[src/rtl/controle_mc_if.sv]
// Control/status bundle between the multicycle MIPS datapath and its controller.
// The controller uses the slave modport; the datapath side uses master.
interface controle_mc_if;
   logic [5:0] OpCode;
   logic [5:0] funct;
   logic       Overflow;
   logic       Zero;

   logic       PCWrite;
   logic       MemCtrl;
   logic       IRWrite;
   logic       A_Control;
   logic       B_Control;
   logic       RegControl;
   logic       ALUOutControl;
   logic       EPCWrite;
   logic       MDControl;
   logic [1:0] IorD;
   logic [1:0] ALUSrcA;
   logic [1:0] ALUSrcB;
   logic [1:0] ExcpCtrl;
   logic [2:0] RegDst;
   logic [2:0] PCSource;
   logic [2:0] ALUControl;
   logic [3:0] DataSrc;
   logic [6:0] estado;

   modport slave (
      input  OpCode, funct, Overflow, Zero,
      output PCWrite, MemCtrl, IRWrite, A_Control, B_Control, RegControl,
             ALUOutControl, EPCWrite, MDControl, IorD, ALUSrcA, ALUSrcB,
             ExcpCtrl, RegDst, PCSource, ALUControl, DataSrc, estado
   );

   modport master (
      output OpCode, funct, Overflow, Zero,
      input  PCWrite, MemCtrl, IRWrite, A_Control, B_Control, RegControl,
             ALUOutControl, EPCWrite, MDControl, IorD, ALUSrcA, ALUSrcB,
             ExcpCtrl, RegDst, PCSource, ALUControl, DataSrc, estado
   );
endinterface

[src/rtl/controle_mc.sv]
// Multicycle MIPS control unit: Moore FSM with memory wait states, load/store,
// BEQ/BNE, BREAK and overflow / invalid-opcode exceptions via EPC and vector fetch.
module controle_mc #(
   parameter int unsigned MEM_WAIT = 2,
   parameter bit          OVF_EN   = 1'b1
) (
   input logic          clk,
   input logic          reset,
   controle_mc_if.slave bus
);

   localparam int unsigned CNT_W   = 3;
   localparam int unsigned STATE_W = 7;
   localparam logic [CNT_W-1:0] WAIT_LAST = CNT_W'(MEM_WAIT - 1);

   localparam logic [5:0] OP_RTYPE = 6'b000000;
   localparam logic [5:0] OP_BEQ   = 6'b000100;
   localparam logic [5:0] OP_BNE   = 6'b000101;
   localparam logic [5:0] OP_ADDI  = 6'b001000;
   localparam logic [5:0] OP_ADDIU = 6'b001001;
   localparam logic [5:0] OP_LW    = 6'b100011;
   localparam logic [5:0] OP_SW    = 6'b101011;

   localparam logic [5:0] FN_ADD   = 6'b100000;
   localparam logic [5:0] FN_SUB   = 6'b100010;
   localparam logic [5:0] FN_AND   = 6'b100100;
   localparam logic [5:0] FN_BREAK = 6'b001101;

   localparam logic [1:0] CAUSE_OPC = 2'b00;
   localparam logic [1:0] CAUSE_OVF = 2'b01;

   typedef enum logic [STATE_W-1:0] {
      S_FETCH    = 7'd0,
      S_FETCH_WR = 7'd1,
      S_DECODE   = 7'd2,
      S_DISPATCH = 7'd3,
      S_R_EXEC   = 7'd4,
      S_R_WB     = 7'd5,
      S_I_EXEC   = 7'd6,
      S_I_WB     = 7'd7,
      S_MEM_ADDR = 7'd8,
      S_MEM_ACC  = 7'd9,
      S_LW_MDR   = 7'd10,
      S_LW_WB    = 7'd11,
      S_BRANCH   = 7'd12,
      S_BRK      = 7'd13,
      S_EXC_EPC  = 7'd14,
      S_EXC_WAIT = 7'd15,
      S_EXC_JMP  = 7'd16
   } state_t;

   state_t           state, state_nx;
   logic [CNT_W-1:0] wait_cnt, wait_cnt_nx;
   logic [1:0]       cause, cause_nx;
   logic             wait_done;
   logic             r_trap, i_trap;

   assign wait_done = (wait_cnt == WAIT_LAST);
   assign r_trap    = OVF_EN && bus.Overflow && ((bus.funct == FN_ADD) || (bus.funct == FN_SUB));
   assign i_trap    = OVF_EN && bus.Overflow && (bus.OpCode == OP_ADDI);

   // State, wait counter and exception cause registers
   always_ff @(posedge clk or negedge reset) begin
      if (!reset) begin
         state    <= S_FETCH;
         wait_cnt <= '0;
         cause    <= '0;
      end else begin
         state    <= state_nx;
         wait_cnt <= wait_cnt_nx;
         cause    <= cause_nx;
      end
   end

   // Next-state logic; wait_cnt clears whenever a wait state is not being extended
   always_comb begin
      state_nx    = state;
      wait_cnt_nx = '0;
      cause_nx    = cause;
      case (state)
         S_FETCH: begin
            if (wait_done) state_nx = S_FETCH_WR;
            else           wait_cnt_nx = wait_cnt + CNT_W'(1);
         end
         S_FETCH_WR: state_nx = S_DECODE;
         S_DECODE:   state_nx = S_DISPATCH;
         S_DISPATCH: begin
            case (bus.OpCode)
               OP_RTYPE: begin
                  case (bus.funct)
                     FN_ADD, FN_SUB, FN_AND: state_nx = S_R_EXEC;
                     FN_BREAK:               state_nx = S_BRK;
                     default: begin
                        state_nx = S_EXC_EPC;
                        cause_nx = CAUSE_OPC;
                     end
                  endcase
               end
               OP_ADDI, OP_ADDIU: state_nx = S_I_EXEC;
               OP_LW, OP_SW:      state_nx = S_MEM_ADDR;
               OP_BEQ, OP_BNE:    state_nx = S_BRANCH;
               default: begin
                  state_nx = S_EXC_EPC;
                  cause_nx = CAUSE_OPC;
               end
            endcase
         end
         S_R_EXEC: begin
            if (r_trap) begin
               state_nx = S_EXC_EPC;
               cause_nx = CAUSE_OVF;
            end else begin
               state_nx = S_R_WB;
            end
         end
         S_R_WB: state_nx = S_FETCH;
         S_I_EXEC: begin
            if (i_trap) begin
               state_nx = S_EXC_EPC;
               cause_nx = CAUSE_OVF;
            end else begin
               state_nx = S_I_WB;
            end
         end
         S_I_WB:     state_nx = S_FETCH;
         S_MEM_ADDR: state_nx = S_MEM_ACC;
         S_MEM_ACC: begin
            if (bus.OpCode == OP_SW)   state_nx = S_FETCH;
            else if (wait_done)        state_nx = S_LW_MDR;
            else                       wait_cnt_nx = wait_cnt + CNT_W'(1);
         end
         S_LW_MDR:  state_nx = S_LW_WB;
         S_LW_WB:   state_nx = S_FETCH;
         S_BRANCH:  state_nx = S_FETCH;
         S_BRK:     state_nx = S_FETCH;
         S_EXC_EPC: state_nx = S_EXC_WAIT;
         S_EXC_WAIT: begin
            if (wait_done) state_nx = S_EXC_JMP;
            else           wait_cnt_nx = wait_cnt + CNT_W'(1);
         end
         S_EXC_JMP: begin
            state_nx = S_FETCH;
            cause_nx = '0;
         end
         default: state_nx = S_FETCH;
      endcase
   end

   // Moore output decode; everything is forced low while reset is held
   always_comb begin
      bus.PCWrite       = 1'b0;
      bus.MemCtrl       = 1'b0;
      bus.IRWrite       = 1'b0;
      bus.A_Control     = 1'b0;
      bus.B_Control     = 1'b0;
      bus.RegControl    = 1'b0;
      bus.ALUOutControl = 1'b0;
      bus.EPCWrite      = 1'b0;
      bus.MDControl     = 1'b0;
      bus.IorD          = 2'b00;
      bus.ALUSrcA       = 2'b00;
      bus.ALUSrcB       = 2'b00;
      bus.ExcpCtrl      = 2'b00;
      bus.RegDst        = 3'b000;
      bus.PCSource      = 3'b000;
      bus.ALUControl    = 3'b000;
      bus.DataSrc       = 4'b0000;
      bus.estado        = reset ? STATE_W'(state) : '0;
      if (reset) begin
         case (state)
            S_FETCH: begin
               bus.ALUSrcB    = 2'b01;
               bus.ALUControl = 3'b001;
            end
            S_FETCH_WR: begin
               bus.IRWrite    = 1'b1;
               bus.PCWrite    = 1'b1;
               bus.ALUSrcB    = 2'b01;
               bus.ALUControl = 3'b001;
            end
            S_DECODE: begin
               bus.A_Control     = 1'b1;
               bus.B_Control     = 1'b1;
               bus.ALUSrcB       = 2'b11;
               bus.ALUControl    = 3'b001;
               bus.ALUOutControl = 1'b1;
            end
            S_R_EXEC: begin
               bus.ALUSrcA       = 2'b01;
               bus.ALUOutControl = 1'b1;
               case (bus.funct)
                  FN_SUB:  bus.ALUControl = 3'b010;
                  FN_AND:  bus.ALUControl = 3'b011;
                  default: bus.ALUControl = 3'b001;
               endcase
            end
            S_R_WB: begin
               bus.RegDst     = 3'b001;
               bus.RegControl = 1'b1;
            end
            S_I_EXEC, S_MEM_ADDR: begin
               bus.ALUSrcA       = 2'b01;
               bus.ALUSrcB       = 2'b10;
               bus.ALUControl    = 3'b001;
               bus.ALUOutControl = 1'b1;
            end
            S_I_WB: bus.RegControl = 1'b1;
            S_MEM_ACC: begin
               bus.IorD    = 2'b01;
               bus.MemCtrl = (bus.OpCode == OP_SW);
            end
            S_LW_MDR: bus.MDControl = 1'b1;
            S_LW_WB: begin
               bus.DataSrc    = 4'b0001;
               bus.RegControl = 1'b1;
            end
            S_BRANCH: begin
               bus.ALUSrcA    = 2'b01;
               bus.ALUControl = 3'b010;
               bus.PCSource   = 3'b001;
               bus.PCWrite    = (bus.OpCode == OP_BNE) ? ~bus.Zero : bus.Zero;
            end
            S_BRK: begin
               bus.ALUSrcB    = 2'b01;
               bus.ALUControl = 3'b010;
               bus.PCWrite    = 1'b1;
            end
            S_EXC_EPC: begin
               bus.ALUSrcB    = 2'b01;
               bus.ALUControl = 3'b010;
               bus.EPCWrite   = 1'b1;
               bus.IorD       = 2'b10;
               bus.ExcpCtrl   = cause;
            end
            S_EXC_WAIT: begin
               bus.IorD     = 2'b10;
               bus.ExcpCtrl = cause;
            end
            S_EXC_JMP: begin
               bus.PCSource = 3'b010;
               bus.PCWrite  = 1'b1;
               bus.ExcpCtrl = cause;
            end
            default: ;
         endcase
      end
   end

endmodule

[src/flat_wrapper.sv]
// flat-port wrapper written by rule: the top's interface ports become plain ports
module controle_mc_flat 
#(
   parameter int unsigned MEM_WAIT = 2,
   parameter bit          OVF_EN   = 1'b1
)
  (clk, reset, bus_OpCode, bus_funct, bus_Overflow, bus_Zero, bus_PCWrite, bus_MemCtrl, bus_IRWrite, bus_A_Control, bus_B_Control, bus_RegControl, bus_ALUOutControl, bus_EPCWrite, bus_MDControl, bus_IorD, bus_ALUSrcA, bus_ALUSrcB, bus_ExcpCtrl, bus_RegDst, bus_PCSource, bus_ALUControl, bus_DataSrc, bus_estado);
  controle_mc_if bus_i ();
  input logic clk;
  input logic reset;
  input wire logic [$bits(bus_i.OpCode)-1:0] bus_OpCode;
  input wire logic [$bits(bus_i.funct)-1:0] bus_funct;
  input wire logic [$bits(bus_i.Overflow)-1:0] bus_Overflow;
  input wire logic [$bits(bus_i.Zero)-1:0] bus_Zero;
  output wire logic [$bits(bus_i.PCWrite)-1:0] bus_PCWrite;
  output wire logic [$bits(bus_i.MemCtrl)-1:0] bus_MemCtrl;
  output wire logic [$bits(bus_i.IRWrite)-1:0] bus_IRWrite;
  output wire logic [$bits(bus_i.A_Control)-1:0] bus_A_Control;
  output wire logic [$bits(bus_i.B_Control)-1:0] bus_B_Control;
  output wire logic [$bits(bus_i.RegControl)-1:0] bus_RegControl;
  output wire logic [$bits(bus_i.ALUOutControl)-1:0] bus_ALUOutControl;
  output wire logic [$bits(bus_i.EPCWrite)-1:0] bus_EPCWrite;
  output wire logic [$bits(bus_i.MDControl)-1:0] bus_MDControl;
  output wire logic [$bits(bus_i.IorD)-1:0] bus_IorD;
  output wire logic [$bits(bus_i.ALUSrcA)-1:0] bus_ALUSrcA;
  output wire logic [$bits(bus_i.ALUSrcB)-1:0] bus_ALUSrcB;
  output wire logic [$bits(bus_i.ExcpCtrl)-1:0] bus_ExcpCtrl;
  output wire logic [$bits(bus_i.RegDst)-1:0] bus_RegDst;
  output wire logic [$bits(bus_i.PCSource)-1:0] bus_PCSource;
  output wire logic [$bits(bus_i.ALUControl)-1:0] bus_ALUControl;
  output wire logic [$bits(bus_i.DataSrc)-1:0] bus_DataSrc;
  output wire logic [$bits(bus_i.estado)-1:0] bus_estado;
  assign bus_i.OpCode = bus_OpCode;
  assign bus_i.funct = bus_funct;
  assign bus_i.Overflow = bus_Overflow;
  assign bus_i.Zero = bus_Zero;
  assign bus_PCWrite = bus_i.PCWrite;
  assign bus_MemCtrl = bus_i.MemCtrl;
  assign bus_IRWrite = bus_i.IRWrite;
  assign bus_A_Control = bus_i.A_Control;
  assign bus_B_Control = bus_i.B_Control;
  assign bus_RegControl = bus_i.RegControl;
  assign bus_ALUOutControl = bus_i.ALUOutControl;
  assign bus_EPCWrite = bus_i.EPCWrite;
  assign bus_MDControl = bus_i.MDControl;
  assign bus_IorD = bus_i.IorD;
  assign bus_ALUSrcA = bus_i.ALUSrcA;
  assign bus_ALUSrcB = bus_i.ALUSrcB;
  assign bus_ExcpCtrl = bus_i.ExcpCtrl;
  assign bus_RegDst = bus_i.RegDst;
  assign bus_PCSource = bus_i.PCSource;
  assign bus_ALUControl = bus_i.ALUControl;
  assign bus_DataSrc = bus_i.DataSrc;
  assign bus_estado = bus_i.estado;
  controle_mc #(.MEM_WAIT(MEM_WAIT), .OVF_EN(OVF_EN)) u_core (.clk(clk), .reset(reset), .bus(bus_i));
endmodule
[config.mk]
export PLATFORM = sky130hd
export DESIGN_NAME = controle_mc_flat
export DESIGN_NICKNAME = d
export VERILOG_FILES = /design/src/rtl/controle_mc_if.sv /design/src/rtl/controle_mc.sv /design/src/flat_wrapper.sv
export SDC_FILE = /design/constraint.sdc
export NUM_CORES = 1
export LEC_CHECK = 0
export CAP_MARGIN = 0
export CORE_UTILIZATION = 35
export CTS_CLUSTER_DIAMETER = 60
export DETAILED_ROUTE_END_ITERATION = 6
export GPL_ROUTABILITY_DRIVEN = 0
export GPL_TIMING_DRIVEN = 0
export PLACE_DENSITY = 0.68
export REMOVE_ABC_BUFFERS = 1
export SETUP_SLACK_MARGIN = 0.02
export SYNTH_ARGS = -nofsm -noshare
export SYNTH_HDL_FRONTEND = slang
export SYNTH_SLANG_ARGS = --single-unit
[constraint.sdc]
create_clock -name clk -period 3.72 [get_ports clk]
set_input_delay 0.744 -clock clk [delete_from_list [all_inputs] [get_ports clk]]
set_output_delay 0.744 -clock clk [all_outputs]
set_load 0.02 [all_outputs]
==> metrics, run 1 <==
remaining global-route overflow=0; worst hold path type=in -> async; detailed-routing iteration count for the pre-antenna-repair pass=4; PwrDens=505.7 nW/µm²; Worst Tran Pin Value=0.7238 ns; Wirelength per Cell=12.98 µm; list of most frequent post-synthesis cells=nor2_1 (20), a21oi_1 (13), buf_4 (12), nand2_1 (12); Final Slew Violations=0; # Post-CTS Setup Buffers=0; Worst Reg-to-Reg Cells=5; crit-path leading delay family=buffers and inverters; Die Area=3785 µm²; peak fanout along the critical path=4; half-perimeter wire length of the detailed placement result=2.382 mm; Max-Slew Margin vs Limit=51.74%; DR iter-0 viols=80; internal reg-to-reg setup slack=1.45 ns; die height=61.52 µm; warning count from the yosys run=0; initial cell density of the core=36.87%; setup skew after layout=0.01006 ns; total standard cell area after synthesis=1240 µm²; layout overhead on the synthesized area=31.08%; count of nets left with antenna violations after detail routing=0; synthesis-stage register bit count=9; library cell occupying the most area in the post-synthesis netlist=dfrtp_1; I/O Buffers=41; outcome=complete, no violations; overall track demand over capacity in global routing=18.18%; flip-flop cell with the highest count after synthesis=dfrtp_1; standard-cell rows=21; number of maximum-capacitance constraint violations=0; portion of the post-synthesis area used by sequential elements=18.16%; antenna diode count=0; highest cell delay on the worst timing path=0.60 ns; Slowest-stage cell, CP=nor4b_1; Avg Vias per Cell=5.317; setup repair after global routing missed its margin=no; Peak supply drop=0.1921 mV; crit path buf inv count=2; Ports=53; CTS root buf=clkbuf_4; cell-by-cell trace of the critical path=clkdlybuf4s50_1 > nor4b_1 > a31oi_1 > nor2_1 > o32a_1 > nor2_1 > clkdlybuf4s50_1; area share of the largest cell type after synthesis=18.16%; # placed instances=245; reported leakage power=0.6367 nW; fraction of final layout cells with drive strength greater than 1=4.926%; clk sink count=9; ratio of final minimum period to clock period=96.18%; proportion of register bits with asynchronous set or reset after synthesis=100.0%; cts hold-fix bufs=0; Core Region=3363 µm²; Avg Synthesized Cell Area=7.209 µm²; deepest clock path buffer count=2; type of the worst setup path=in -> out; leading post-synthesis cells by cell area=dfrtp_1 (18%), buf_4 (7.3%), nor2_1 (6.1%), a21oi_1 (5.2%), and2_1 (4.5%); arrival time at the worst endpoint=2.83 ns; post-layout minimum cycle time=3.578 ns; maximum achievable frequency=279.5 MHz; final cell count without fillers=249; initial antenna violation count=0; number of CTS-inserted buffers=3; Total Routed Length=3.231 mm; setup slack after layout=0.1421 ns; final net count=220; cells after synthesis=172; fill cell instance count of the final layout=367; overall die width=61.52 µm; Resize count post-CTS=2; Final setup viols=0; Data required, critical path=2.98 ns; number of flops mapped to enable cells by yosys=0; post-CTS clock slew at the launch and capture registers of the worst setup and hold paths=0.07 ns; number of distinct standard cells referenced by the synthesized netlist=51; pin count of the biggest net entering global routing=25; CP endpoint kind=output port; crit start category=input pin; worst-skew pair later-pin latency=0.27 ns; number of gates on the worst path with buffers counted=7; Post-Place Setup Slack=-0.2724 ns; smallest hold slack=0.4141 ns; TritonCTS clock tree=done; final count of hold timing violations=0; detailed-route via count=1,324; most numerous cell in the Yosys netlist=nor2_1; final core utilization=48.33%; H-tree lvl count=1; Post-route DRC=0; wire length of the first global-routing pass=5.202 mm; number of global-route vias before repair=1,089
-- through the flow --
stage                     total power [mW]  setup TNS (ns)  cell area [µm²]
final                               0.8220               0             1625
after global routing                0.9049               0             1625
after CTS                           0.8249               0             1622
after detailed placement            0.7459         -0.5244             1594
after global placement              0.7430         -0.4530             1594
after floorplan                     0.5520               0             1126
-- worst paths after layout --
| path | start | end |
|---|---|---|
| worst max-delay path | bus_funct[0] | bus_ALUControl[0] |
| worst min-delay path | reset | u_core.state[4] |
| worst max register to register | u_core.state[0] | u_core.cause[0] |
| worst min register to register | u_core.cause[0] | u_core.cause[0] |
| max in group asynchronous | reset | u_core.state[2] |
| min in group clk | u_core.cause[0] | u_core.cause[0] |
-- metal layers --
layer  vias to the layer above  GRT usage, %  wire [µm]
li1                        674             -          -
met5                         -             0          0
met1                       605         27.06       1604
met3                         2         2.311        167
met4                         0         5.714         12
met2                        43         27.04       1446
-- state kept, by name, summed over array words and instances, names as in the netlist --
name	count
u_core.state	5
u_core.wait_cnt	3
u_core.cause	1
-- area by class of cell --
| type | instances | area [µm²] | area share [%] |
|---|---|---|---|
| Timing Repair Buffer | 41 | 407.9 | 25.10 |
| Tap cell | 46 | 57.56 | 3.541 |
| Inverter | 1 | 3.754 | 0.2309 |
| Clock buffer | 3 | 22.52 | 1.386 |
| Multi-Input combinational cell | 148 | 903.4 | 55.58 |
| Clock inverter | 1 | 5.005 | 0.3079 |
| Sequential cell | 9 | 225.2 | 13.86 |
-- cell families (layout without fill, tap and decap cells) --
kind of cell	count (synthesis)	count (layout)	synth area share, %
AND/OR/NAND/NOR	88	88	41.07
AO/OA/AOI/OAI	40	40	21.19
buffers and inverters	25	46	12.51
flip-flops	9	9	18.16
XOR/XNOR	6	6	4.239
multiplexers	3	3	2.523
other	1	11	0.3024
-- placed cells by master (no fill, tap or decap), types with 3 or more instances in the layout --
master           instances
a21oi_1                 13
and2_1                   9
and3_1                   6
clkbuf_4                 3
clkdlybuf4s50_1         39
conb_1                  11
dfrtp_1                  9
nand2_1                 12
nand2b_1                 4
nor2_1                  20
nor2b_1                  5
nor3_1                   5
nor3b_1                  3
nor4_1                   3
o21ai_0                  8
xnor2_1                  3
xor2_1                   3
-- where the power goes --
group	internal, mW	switching [mW]
Sequential	0.130	0.111
Clock	0.0397	0.0365
Combinational	0.237	0.268
Note: power is estimated with default switching activity, not from simulation.
==> run 2, diff against run 1 <==
--- a/config.mk
+++ b/config.mk
@@ -11,9 +11,10 @@
 export DETAILED_ROUTE_END_ITERATION = 6
 export GPL_ROUTABILITY_DRIVEN = 0
 export GPL_TIMING_DRIVEN = 0
-export PLACE_DENSITY = 0.68
+export PLACE_DENSITY = 0.78
 export REMOVE_ABC_BUFFERS = 1
 export SETUP_SLACK_MARGIN = 0.02
 export SYNTH_ARGS = -nofsm -noshare
 export SYNTH_HDL_FRONTEND = slang
 export SYNTH_SLANG_ARGS = --single-unit
+export TNS_END_PERCENT = 1
==> run 2 against run 1 <==
Effect of this change:
- critical path type unchanged
- setup slack better by 0.074 ns
- total power decreased by 0.12%
- fmax grew 2.1%
- first-iteration DRC count down 31%
- routed wire length about the same
- largest power group unchanged
- cell count stayed put
==> metrics, run 2 (synthesized netlist as in run 1, its figures left out) <==
I/O Buffers=41 (unchanged); crit start category=input pin (unchanged); DR iter-0 viols=55 (was 80); flip-flop count of the largest register, all copies and words added=5 (unchanged); final core utilization=48.40% (was 48.33%); ratio of final minimum period to clock period=94.18% (was 96.18%); deepest clock path buffer count=2 (unchanged); smallest hold slack=0.4353 ns (was 0.4141 ns); layout overhead on the synthesized area=31.28% (was 31.08%); CTS root buf=clkbuf_4 (unchanged); detailed-routing iteration count for the pre-antenna-repair pass=4 (unchanged); Data required, critical path=2.98 ns (about the same); type of the worst setup path=in -> out (unchanged); setup skew after layout=0.0006793 ns (was 0.01006 ns); number of maximum-capacitance constraint violations=0 (unchanged); Final Slew Violations=0 (unchanged); count of nets left with antenna violations after detail routing=0 (unchanged); overall die width=61.52 µm (unchanged); worst hold path type=in -> async (unchanged); CP endpoint kind=output port (unchanged); pin count of the biggest net entering global routing=25 (unchanged); initial antenna violation count=0 (unchanged); Peak supply drop=0.1313 mV (was 0.1921 mV); PwrDens=504.4 nW/µm² (was 505.7 nW/µm²); maximum achievable frequency=285.4 MHz (was 279.5 MHz); half-perimeter wire length of the detailed placement result=2.376 mm (was 2.382 mm); Avg Vias per Cell=5.325 (was 5.317); final net count=220 (unchanged); number of global-route vias before repair=1,110 (was 1,089); H-tree lvl count=1 (unchanged); Die Area=3785 µm² (unchanged); Final Instance Area=1628 µm² (was 1625 µm²); post-CTS clock slew at the launch and capture registers of the worst setup and hold paths=0.06 ns (was 0.07 ns); peak fanout along the critical path=7 (was 4); fraction of final layout cells with drive strength greater than 1=4.926% (unchanged); Final setup viols=0 (unchanged); Wirelength per Cell=12.98 µm (about the same); Total Routed Length=3.232 mm (was 3.231 mm); Core Region=3363 µm² (unchanged); Worst Tran Pin Value=0.6962 ns (was 0.7238 ns); top library cells by usage in the layout, fill and taps aside=clkdlybuf4s50_1 (40), nor2_1 (20), a21oi_1 (13), nand2_1 (12), conb_1 (11) (was clkdlybuf4s50_1 (39), nor2_1 (20), a21oi_1 (13), nand2_1 (12), conb_1 (11)); Top reg by flops=u_core.state (unchanged); # placed instances=245 (unchanged); standard cell area after detailed placement=1594 µm² (unchanged); Regs by FF count=u_core.state x5, u_core.wait_cnt x3, u_core.cause x1 (unchanged); detailed-route via count=1,326 (was 1,324); reported leakage power=0.6186 nW (was 0.6367 nW); standard-cell rows=21 (unchanged); setup repair after global routing missed its margin=no (unchanged); Ports=53 (unchanged); clk sink count=9 (unchanged); TritonCTS clock tree=done (unchanged); most frequent standard cell in the layout excluding fill and tap cells=clkdlybuf4s50_1 (unchanged); final cell count without fillers=249 (unchanged); final count of hold timing violations=0 (unchanged); # Post-CTS Setup Buffers=0 (unchanged); overall track demand over capacity in global routing=18.60% (was 18.18%); number of CTS-inserted buffers=3 (unchanged); wire length of the first global-routing pass=5.306 mm (was 5.202 mm); outcome=complete, no violations (unchanged); Max-Slew Margin vs Limit=53.59% (was 51.74%); post-layout minimum cycle time=3.504 ns (was 3.578 ns); arrival time at the worst endpoint=2.76 ns (was 2.83 ns); Worst Reg-to-Reg Cells=5 (unchanged); remaining global-route overflow=0 (unchanged); Post-route DRC=0 (unchanged); antenna diode count=0 (unchanged); initial cell density of the core=36.87% (unchanged); die height=61.52 µm (unchanged); worst-skew pair later-pin latency=0.25 ns (was 0.27 ns)
==> run 2: changes by cell type in the layout (fill, tap and decap cells not counted) <==
cell             before  now
clkinv_2              1    0
nor4b_1               2    1
dlymetal6s2s_1        1    0
nor4b_2               1    2
clkbuf_1              0    1
clkdlybuf4s50_1      39   40
==> run 2: report_power, final <==
group / switching (mW) / internal [mW] / leakage (nW) / total (mW)
clock: 0.0326 / 0.0412 / 0.0150 / 0.0738
combinational: 0.269 / 0.238 / 0.484 / 0.507
sequential: 0.110 / 0.130 / 0.120 / 0.240
==> run 2: stage by stage <==
| stage | setup TNS [ns] | setup WS, ns | power (mW) |
|---|---|---|---|
| 4_1_cts | 0 | 0.04126 | 0.8200 |
| 2_1_floorplan | 0 | 1.177 | 0.5520 |
| 3_5_place_dp | -0.5175 | -0.2590 | 0.7440 |
| 6_report | 0 | 0.2165 | 0.8210 |
| 3_3_place_gp | -0.4574 | -0.2526 | 0.7386 |
| 5_1_grt | 0 | 0.04669 | 0.8998 |
==> run 2: repair_timing <==
| action | in CTS | in global routing |
|---|---|---|
| gates resized for setup | 2 | 3 |
| endpoints found under the setup margin | 7 | 3 |
| hold buffers | 0 | 0 |
==> run 2: layout make-up <==
cell class,instances,area (µm²)
Clock buffer,4,26.28
Multi-Input combinational cell,148,909.6
Timing Repair Buffer,41,405.4
Inverter,1,3.754
Tap cell,46,57.56
Fill cell,361,1735
Sequential cell,9,225.2
==> run 2: worst max-delay path: stages <==
cell	delay, ns
clkdlybuf4s50_1	0.54
nor4b_2	0.35
nand3b_1	0.13
xnor2_1	0.14
o21ai_0	0.09
a21oi_1	0.15
clkdlybuf4s50_1	0.62
==> run 2: worst paths after layout <==
kind,endpoint,slack [ns],start
min,u_core.state[1],0.44,reset
min reg2reg,u_core.cause[0],0.50,u_core.cause[0]
max reg2reg,u_core.cause[0],1.44,u_core.state[0]
min in group clk,u_core.cause[0],0.50,u_core.cause[0]
max,bus_PCWrite,0.22,bus_OpCode[3]
max in group asynchronous,u_core.wait_cnt[2],2.97,reset
==> run 2: routing by layer <==
metal	GRT usage, %	routed length (µm)
met2	27.34	1487
met3	2.941	197
met5	0	0
met1	27.42	1525
met4	6.349	23
